[config.mk]
export PLATFORM = sky130hd
export DESIGN_NAME = mp_host_seq
export DESIGN_NICKNAME = d
export VERILOG_FILES = /design/src/rtl/mp_host_seq.sv
export SDC_FILE = /design/constraint.sdc
export NUM_CORES = 1
export LEC_CHECK = 0
export ABC_AREA = 1
export CORE_UTILIZATION = 30
export CTS_CLUSTER_DIAMETER = 40
export CTS_CLUSTER_SIZE = 40
export DETAILED_ROUTE_END_ITERATION = 6
export PLACE_DENSITY = 0.66
export SLEW_MARGIN = 20
export SYNTH_ARGS = -nofsm -noshare
export SYNTH_HDL_FRONTEND = slang
export SYNTH_SLANG_ARGS = --single-unit
export TNS_END_PERCENT = 20
[constraint.sdc]
create_clock -name clk -period 3.4 [get_ports clk]
set_clock_uncertainty 0.15 [all_clocks]
set_input_delay 0.68 -clock clk [delete_from_list [all_inputs] [get_ports clk]]
set_output_delay 0.68 -clock clk [all_outputs]
set_load 0.03 [all_outputs]
[src/rtl/mp_host_seq.sv]
// Command-stream to mp slave-bus sequencer: turns load/run/read commands into
// registered bus cycles and reports run status or read data on a response stream.
module mp_host_seq #(
  parameter int TIMEOUT = 4096,
  parameter int RD_LAT  = 1
) (
  input  logic        clk,
  input  logic        reset_n,
  input  logic        cmd_valid,
  output logic        cmd_ready,
  input  logic [1:0]  cmd_type,
  input  logic [3:0]  cmd_idx,
  input  logic [31:0] cmd_data,
  output logic        rsp_valid,
  input  logic        rsp_ready,
  output logic [63:0] rsp_data,
  output logic        m_wr,
  output logic        m_sel,
  output logic [15:0] m_addr,
  output logic [31:0] m_dout,
  input  logic [63:0] m_din,
  input  logic        irq_in
);

  localparam logic [31:0] CNT_LAST  = 32'(TIMEOUT - 1);
  localparam logic [15:0] LAT_LAST  = 16'(RD_LAT - 1);
  localparam logic [15:0] CTRL_ADDR = 16'h0120;

  typedef enum logic [2:0] {
    IDLE,
    WR,
    START,
    WAIT_IRQ,
    CLR,
    RD,
    RSP
  } state_t;

  state_t      state;
  logic [31:0] cnt;
  logic [31:0] cnt_nxt;
  logic [15:0] lat;
  logic        tflag;

  function automatic logic [31:0] sat_inc(input logic [31:0] v);
    return (v == 32'hFFFF_FFFF) ? v : v + 32'd1;
  endfunction

  assign cnt_nxt = sat_inc(cnt);

  always_ff @(posedge clk) begin
    if (!reset_n) begin
      state     <= IDLE;
      cnt       <= '0;
      lat       <= '0;
      tflag     <= 1'b0;
      cmd_ready <= 1'b0;
      rsp_valid <= 1'b0;
      rsp_data  <= '0;
      m_sel     <= 1'b0;
      m_wr      <= 1'b0;
      m_addr    <= '0;
      m_dout    <= '0;
    end else begin
      case (state)
        IDLE: begin
          cmd_ready <= 1'b1;
          m_sel     <= 1'b0;
          m_wr      <= 1'b0;
          if (cmd_valid && cmd_ready) begin
            cmd_ready <= 1'b0;
            // Bus cycle is set up on the accept edge so it appears in the next state.
            case (cmd_type)
              2'd0: begin
                m_sel  <= 1'b1;
                m_wr   <= 1'b1;
                m_addr <= {12'h010, cmd_idx};
                m_dout <= cmd_data;
                state  <= WR;
              end
              2'd1: begin
                m_sel  <= 1'b1;
                m_wr   <= 1'b1;
                m_addr <= {12'h011, cmd_idx};
                m_dout <= {16'h0000, cmd_data[15:0]};
                state  <= WR;
              end
              2'd2: begin
                m_sel  <= 1'b1;
                m_wr   <= 1'b1;
                m_addr <= CTRL_ADDR;
                m_dout <= 32'd1;
                cnt    <= '0;
                state  <= START;
              end
              default: begin
                m_sel  <= 1'b1;
                m_wr   <= 1'b0;
                m_addr <= {12'h010, cmd_idx};
                lat    <= '0;
                state  <= RD;
              end
            endcase
          end
        end
        WR: begin
          m_sel     <= 1'b0;
          m_wr      <= 1'b0;
          cmd_ready <= 1'b1;
          state     <= IDLE;
        end
        START: begin
          m_sel <= 1'b0;
          m_wr  <= 1'b0;
          cnt   <= '0;
          state <= WAIT_IRQ;
        end
        WAIT_IRQ: begin
          cnt <= cnt_nxt;
          // An interrupt on the final counted cycle still wins over the timeout.
          if (irq_in || (cnt_nxt >= CNT_LAST)) begin
            tflag  <= ~irq_in;
            m_sel  <= 1'b1;
            m_wr   <= 1'b1;
            m_addr <= CTRL_ADDR;
            m_dout <= 32'd0;
            state  <= CLR;
          end
        end
        CLR: begin
          m_sel     <= 1'b0;
          m_wr      <= 1'b0;
          rsp_data  <= {tflag, 31'd0, cnt};
          rsp_valid <= 1'b1;
          state     <= RSP;
        end
        RD: begin
          if (lat == LAT_LAST) begin
            m_sel     <= 1'b0;
            rsp_data  <= m_din;
            rsp_valid <= 1'b1;
            state     <= RSP;
          end else begin
            lat <= lat + 16'd1;
          end
        end
        RSP: begin
          if (rsp_ready) begin
            rsp_valid <= 1'b0;
            cmd_ready <= 1'b1;
            state     <= IDLE;
          end
        end
        default: begin
          m_sel     <= 1'b0;
          m_wr      <= 1'b0;
          cmd_ready <= 1'b0;
          rsp_valid <= 1'b0;
          state     <= IDLE;
        end
      endcase
    end
  end

endmodule
* After elaboration in Yosys (flattened, before gate mapping) *
Cells that the tools add are included.

storage, ports and cells
  register bits after elaboration = 168
  output and inout port bits = 116
  logic and storage cells = 98

cells by class
  add/subtract/negate cells = 2
  magnitude comparators = 1
  eq/ne operators = 17
  mux-type cells = 37
  bitwise logic cells = 5
  reduce and logical (&&, ||, !) cells = 25

operator list
  operator                 count
  $pmux W32 S3             2
  $mux W32                 5
  $pmux W64 S2             1
  $mux W16                 5
  $mux W64                 1
  $pmux W16 S2             2
  $pmux W32 S2             1
  $add A32 B1 Y32 const B  1
  $eq A32 B32 Y1 const B   1
  $ge A32 B12 Y1 const B   1
  $pmux W3 S6              1
  $add A16 B1 Y16 const B  1
  $logic_not A16 Y1        1
  $mux W3                  4
  $ne A2 B2 Y1 const B     6
  $pmux W1 S4              3
  $pmux W6 S2              1
  $reduce_and A3 Y1        4
  $reduce_and A4 Y1        3
  $eq A3 B3 Y1 const B     3
  $mux W1                  9
  $reduce_and A2 Y1        4
  $reduce_or A4 Y1         2
  $eq A3 B2 Y1 const B     2
  other kinds (16)         23

* Depth between registers and ports, before layout *
  depth after elaboration = 6
  gate-level depth with buffers = 18
  depth with buffers taken out = 17

* Worst setup path before layout *
OpenSTA, ideal clock, no wires.

  path kind = flip-flop to flip-flop
  start = reg cnt[0]
  end = reg m_dout[25]
  library setup time = 0.110 ns
  arrival time = 2.269 ns
  data required time = 3.140 ns
  slack = 0.871 ns
  stages on the path, launching flop included = 18
  buffers on the path = 3
  cells stage by stage = dfxtp_1 ha_1 inv_2 nor2_4 nand2_2 nor2_4 nand3_2 buf_6 a21oi_2 nand2_1 nor2_1 nand3b_1 nand3_2 buf_6 buf_6 nand4_1 nand2_1 nor2_1

on the way
  cells in the longest elaborated chain, start to end = 6
  elaborated cells on any way between the ends = 7
  classes of those cells = add/sub (1); order compare (1); eq/ne (2); mux (1); reduce/logical (2)

ends and longest elaborated chain
  element                                            RTL line  RTL
  from (decl)                                        40        logic [31:0] cnt;
  from (signal assigned)                             119       cnt <= cnt_nxt;
  $add A32 B1 Y32 or $eq A32 B32 Y1 (tied branches)  46        return (v == 32'hFFFF_FFFF) ? v : v + 32'd1;
  $mux W32 *                                         46
  $ge A32 B12 Y1 *                                   121       if (irq_in || (cnt_nxt >= CNT_LAST)) begin
  $logic_or A1 B1 Y1 *                               121
  $ne A2 B2 Y1 (no line) *                           -
  $reduce_and A4 Y1 (no line) *                      -
  to (signal assigned)                               78        m_dout <= cmd_data;
  to (signal assigned)                               85        m_dout <= {16'h0000, cmd_data[15:0]};
  to (decl)                                          20        output logic [31:0] m_dout,

Every way passes the cells marked *; elsewhere a longest branch is shown, timed or not.
A chain may end at the register's enable or synchronous reset.

* Worst setup path in the final report *
  start = reg cnt[0]
  end = reg m_dout[10]

The elaborated chain is that of the path after synthesis.

==> results.toml <==
[run_status]
violations = "design-rule violations"
outcome = "finished, violations left"

[die]
dieWidth_um = 167
design.core.area_sq_um = 26300
io_pins = 223
dieArea_sq_um = 27700
start_util_pct = 30.9
die_h_um = 167
rows = 59

[synthesis]
synthCells = 1250
muxShareOfSynthArea_pct = 0
synth_cell_types = 39
synth_compound_area_share_pct = 11.4
syn_avg_cell_area_sq_um = 6.50
synthArstFlopShare_pct = 0
synth_top_area_cell = "dfxtp_1"
synth_top_family_by_area = "simple AND/OR/NAND/NOR gates"
yosys_warnings = 0
synthSimpleGateAreaFrac_pct = 35.6
ys_top_cells_by_area = "dfxtp_1, nand2_1, inv_1, nor2_1, a21oi_1"
ys.flop_type = "dfxtp_1"
synth_top_area_share_pct = 39.2
synth_seq_area_share_pct = 39.2
synth_fa_ha_area_share_pct = 1.23
synth_edf_count = 0
synth-seq-cells = 159
synth_area_sq_um = 8120
synthXorXnorAreaFrac_pct = 1.83

[final_layout]
area_delta_synth_final_pct = 38.2
instances_no_fill = 1801
fill_cells = 2695
post-route-cell-area_sq_um = 11200
layout-drive-gt1-share_pct = 6.48
multi_input_area_sq_um = 4120
sequential_cell_area_sq_um = 3180
diodes = 0
nets = 1568

[route]
drt-total-wl_um = 25300
post_drt_wl_per_cell_um = 14.1
drtPass1Iterations = 7
avgViaCountPerCell = 4.73
antenna_left = 0
vias = 8516
drt_iter0_drc = 914
drc = 18

[clock_network]
insertion_delay_ns = 0.43
clock-sinks = 159
post_cts_buffers = 0
clock_path_buffers = 2
cts_buffers = 17
hold_buffers = 0
cts_tree = "built"
clk_pin_slew_ns = 0.07
ctsHtreeMaxLevel = 4
cts-root-buf = "clkbuf_16"
cts_resized = 0

[place]
dp.cells = 1769
gp_congestion = 0.933
pre_cts_slack_ns = 0.406
place_area_sq_um = 10600
place_hpwl_um = 18400
io_buffers = 213

[setup_path]
worst-setup-path-type = "register to register"
crit_path_top_delay_cell = "buf_4"
cp.arrival_ns = 3.21
worstSetupStartpointType = "register"
worstPathRequired_ns = 3.58
slowest_delay_ns = 0.38
crit_family = "simple AND/OR/NAND/NOR gates"
cp_max_fo = 36
critPathBufInv = 3
crit_chain = "ha_1, inv_2, nor2_4, nand2_2, nor2_4, nand3_2, buf_4, xor2_1, nand2_1, nor2_1, nand3b_1, nand3_2, buf_4, nand4_1, nand2_1, nor2_1"
cp-end-kind = "register"

[timing]
hold_violations = 0
finalSetupViolCount = 0
holdWs_ns = 0.295
fin_crit_ns = 3.03
rsz0062_at_grt = "false"
slew_violations = 0
finalSetupTns_ns = 0
worst_pin_slew_ns = 0.605
slew_headroom_pct = 59.7
finalWorstSetupSlack_ns = 0.370
fmax_mhz = 330
post-route-period-util_pct = 89.1

[global_routing]
grtUsageTotal_pct = 18.4
grt_pass1_wl_um = 41700
grt_max_degree = 56
antenna_found_initial = 0
grt_pass1_vias = 8110
gr-total-overflow = 0

[min_path]
holdCritPathClass = "register to register"

[pwr]
leakagePower_nw = 4.41
ir_drop_mv = 0.339
p_per_area_nw_per_um2 = 538

[run]
cap_violations = 0
[flip-flops by register name (all words and copies together), names as in the netlist, 3 cells and up]
signal,count
cnt,32
lat,16
m_addr,7
m_dout,32
rsp_data,64
state,3
[cell families after synthesis]
| logic type | Yosys count |
|---|---|
| compound gates | 170 |
| xor+xnor | 17 |
| fa+ha+maj | 8 |
| buf+inv | 209 |
| flops | 159 |
| other cells | 1 |
| simple gates | 686 |
[layout by cell type (no fill, tap or decap), drive strengths merged, types with 2 or more instances in the layout]
cell / instances
nand3b: 6
a31oi: 33
ha: 8
clkinv: 7
nand2: 437
o21bai: 4
o21a: 2
nor3b: 4
xor2: 7
inv: 144
conb: 9
o21ai: 41
dfxtp: 159
nand3: 51
clkbuf: 17
a21oi: 84
a211oi: 4
nor4: 3
clkdlybuf4s50: 212
nor3: 16
xnor2: 10
nand4: 45
buf: 35
nor2: 122
[synth_stat cells (10+ instances only)]
cell        n
a21oi_1    83
a31oi_1    33
clkbuf_1   51
dfxtp_1   159
inv_1     127
inv_2      10
nand2_1   435
nand3_1    48
nand4_1    45
nor2_1    116
nor3_1     15
o21ai_0    40
xnor2_1    10
[layout make-up]
class | count | share of cell area [%]
clock inverter | 15 | 1.48
tap | 335 | 3.73
multi-input combinational | 890 | 36.7
sequential | 159 | 28.3
clock buffer | 17 | 3.79
inverter | 138 | 4.61
timing repair buffer | 247 | 21.3
[power by group]
part           leakage (nW)  total [W]  internal [W]  switching (W)
clock                 0.290    0.00192       0.00104       0.000876
sequential             1.29    0.00217       0.00207       0.000107
combinational          2.84    0.00195      0.000749        0.00120
total                  4.41    0.00604       0.00386        0.00219
[worst min-delay path, stage by stage (launching register included)]
cell	delay, ns
dfxtp_1	0.31
inv_1	0.04
a21oi_1	0.05
[per-stage QoR]
stage               utilization (%)  total power (W)
floorplan                         -          0.00344
global placement               40.5          0.00415
detailed placement             40.5          0.00417
CTS                            42.7          0.00611
global route                   42.7          0.00641
finish                         42.7          0.00604
[path summary, 6_finish.rpt]
check,start,endpoint,slack (ns),depth (start not counted)
max,cnt[0],m_dout[10],0.37,16
min,m_sel,m_sel,0.30,2
max reg2reg,cnt[0],m_dout[10],0.37,16
min reg2reg,m_sel,m_sel,0.30,2
[layer usage]
metal  track usage, %  up-vias  wire length, um
li1                 -     4375                -
met2             32.0      255            12300
met3             3.35       31             1350
met1             23.2     3855            11300
met4             5.07        0              400
met5                0        -                0
No activity file was read; power rests on OpenSTA's default activity.
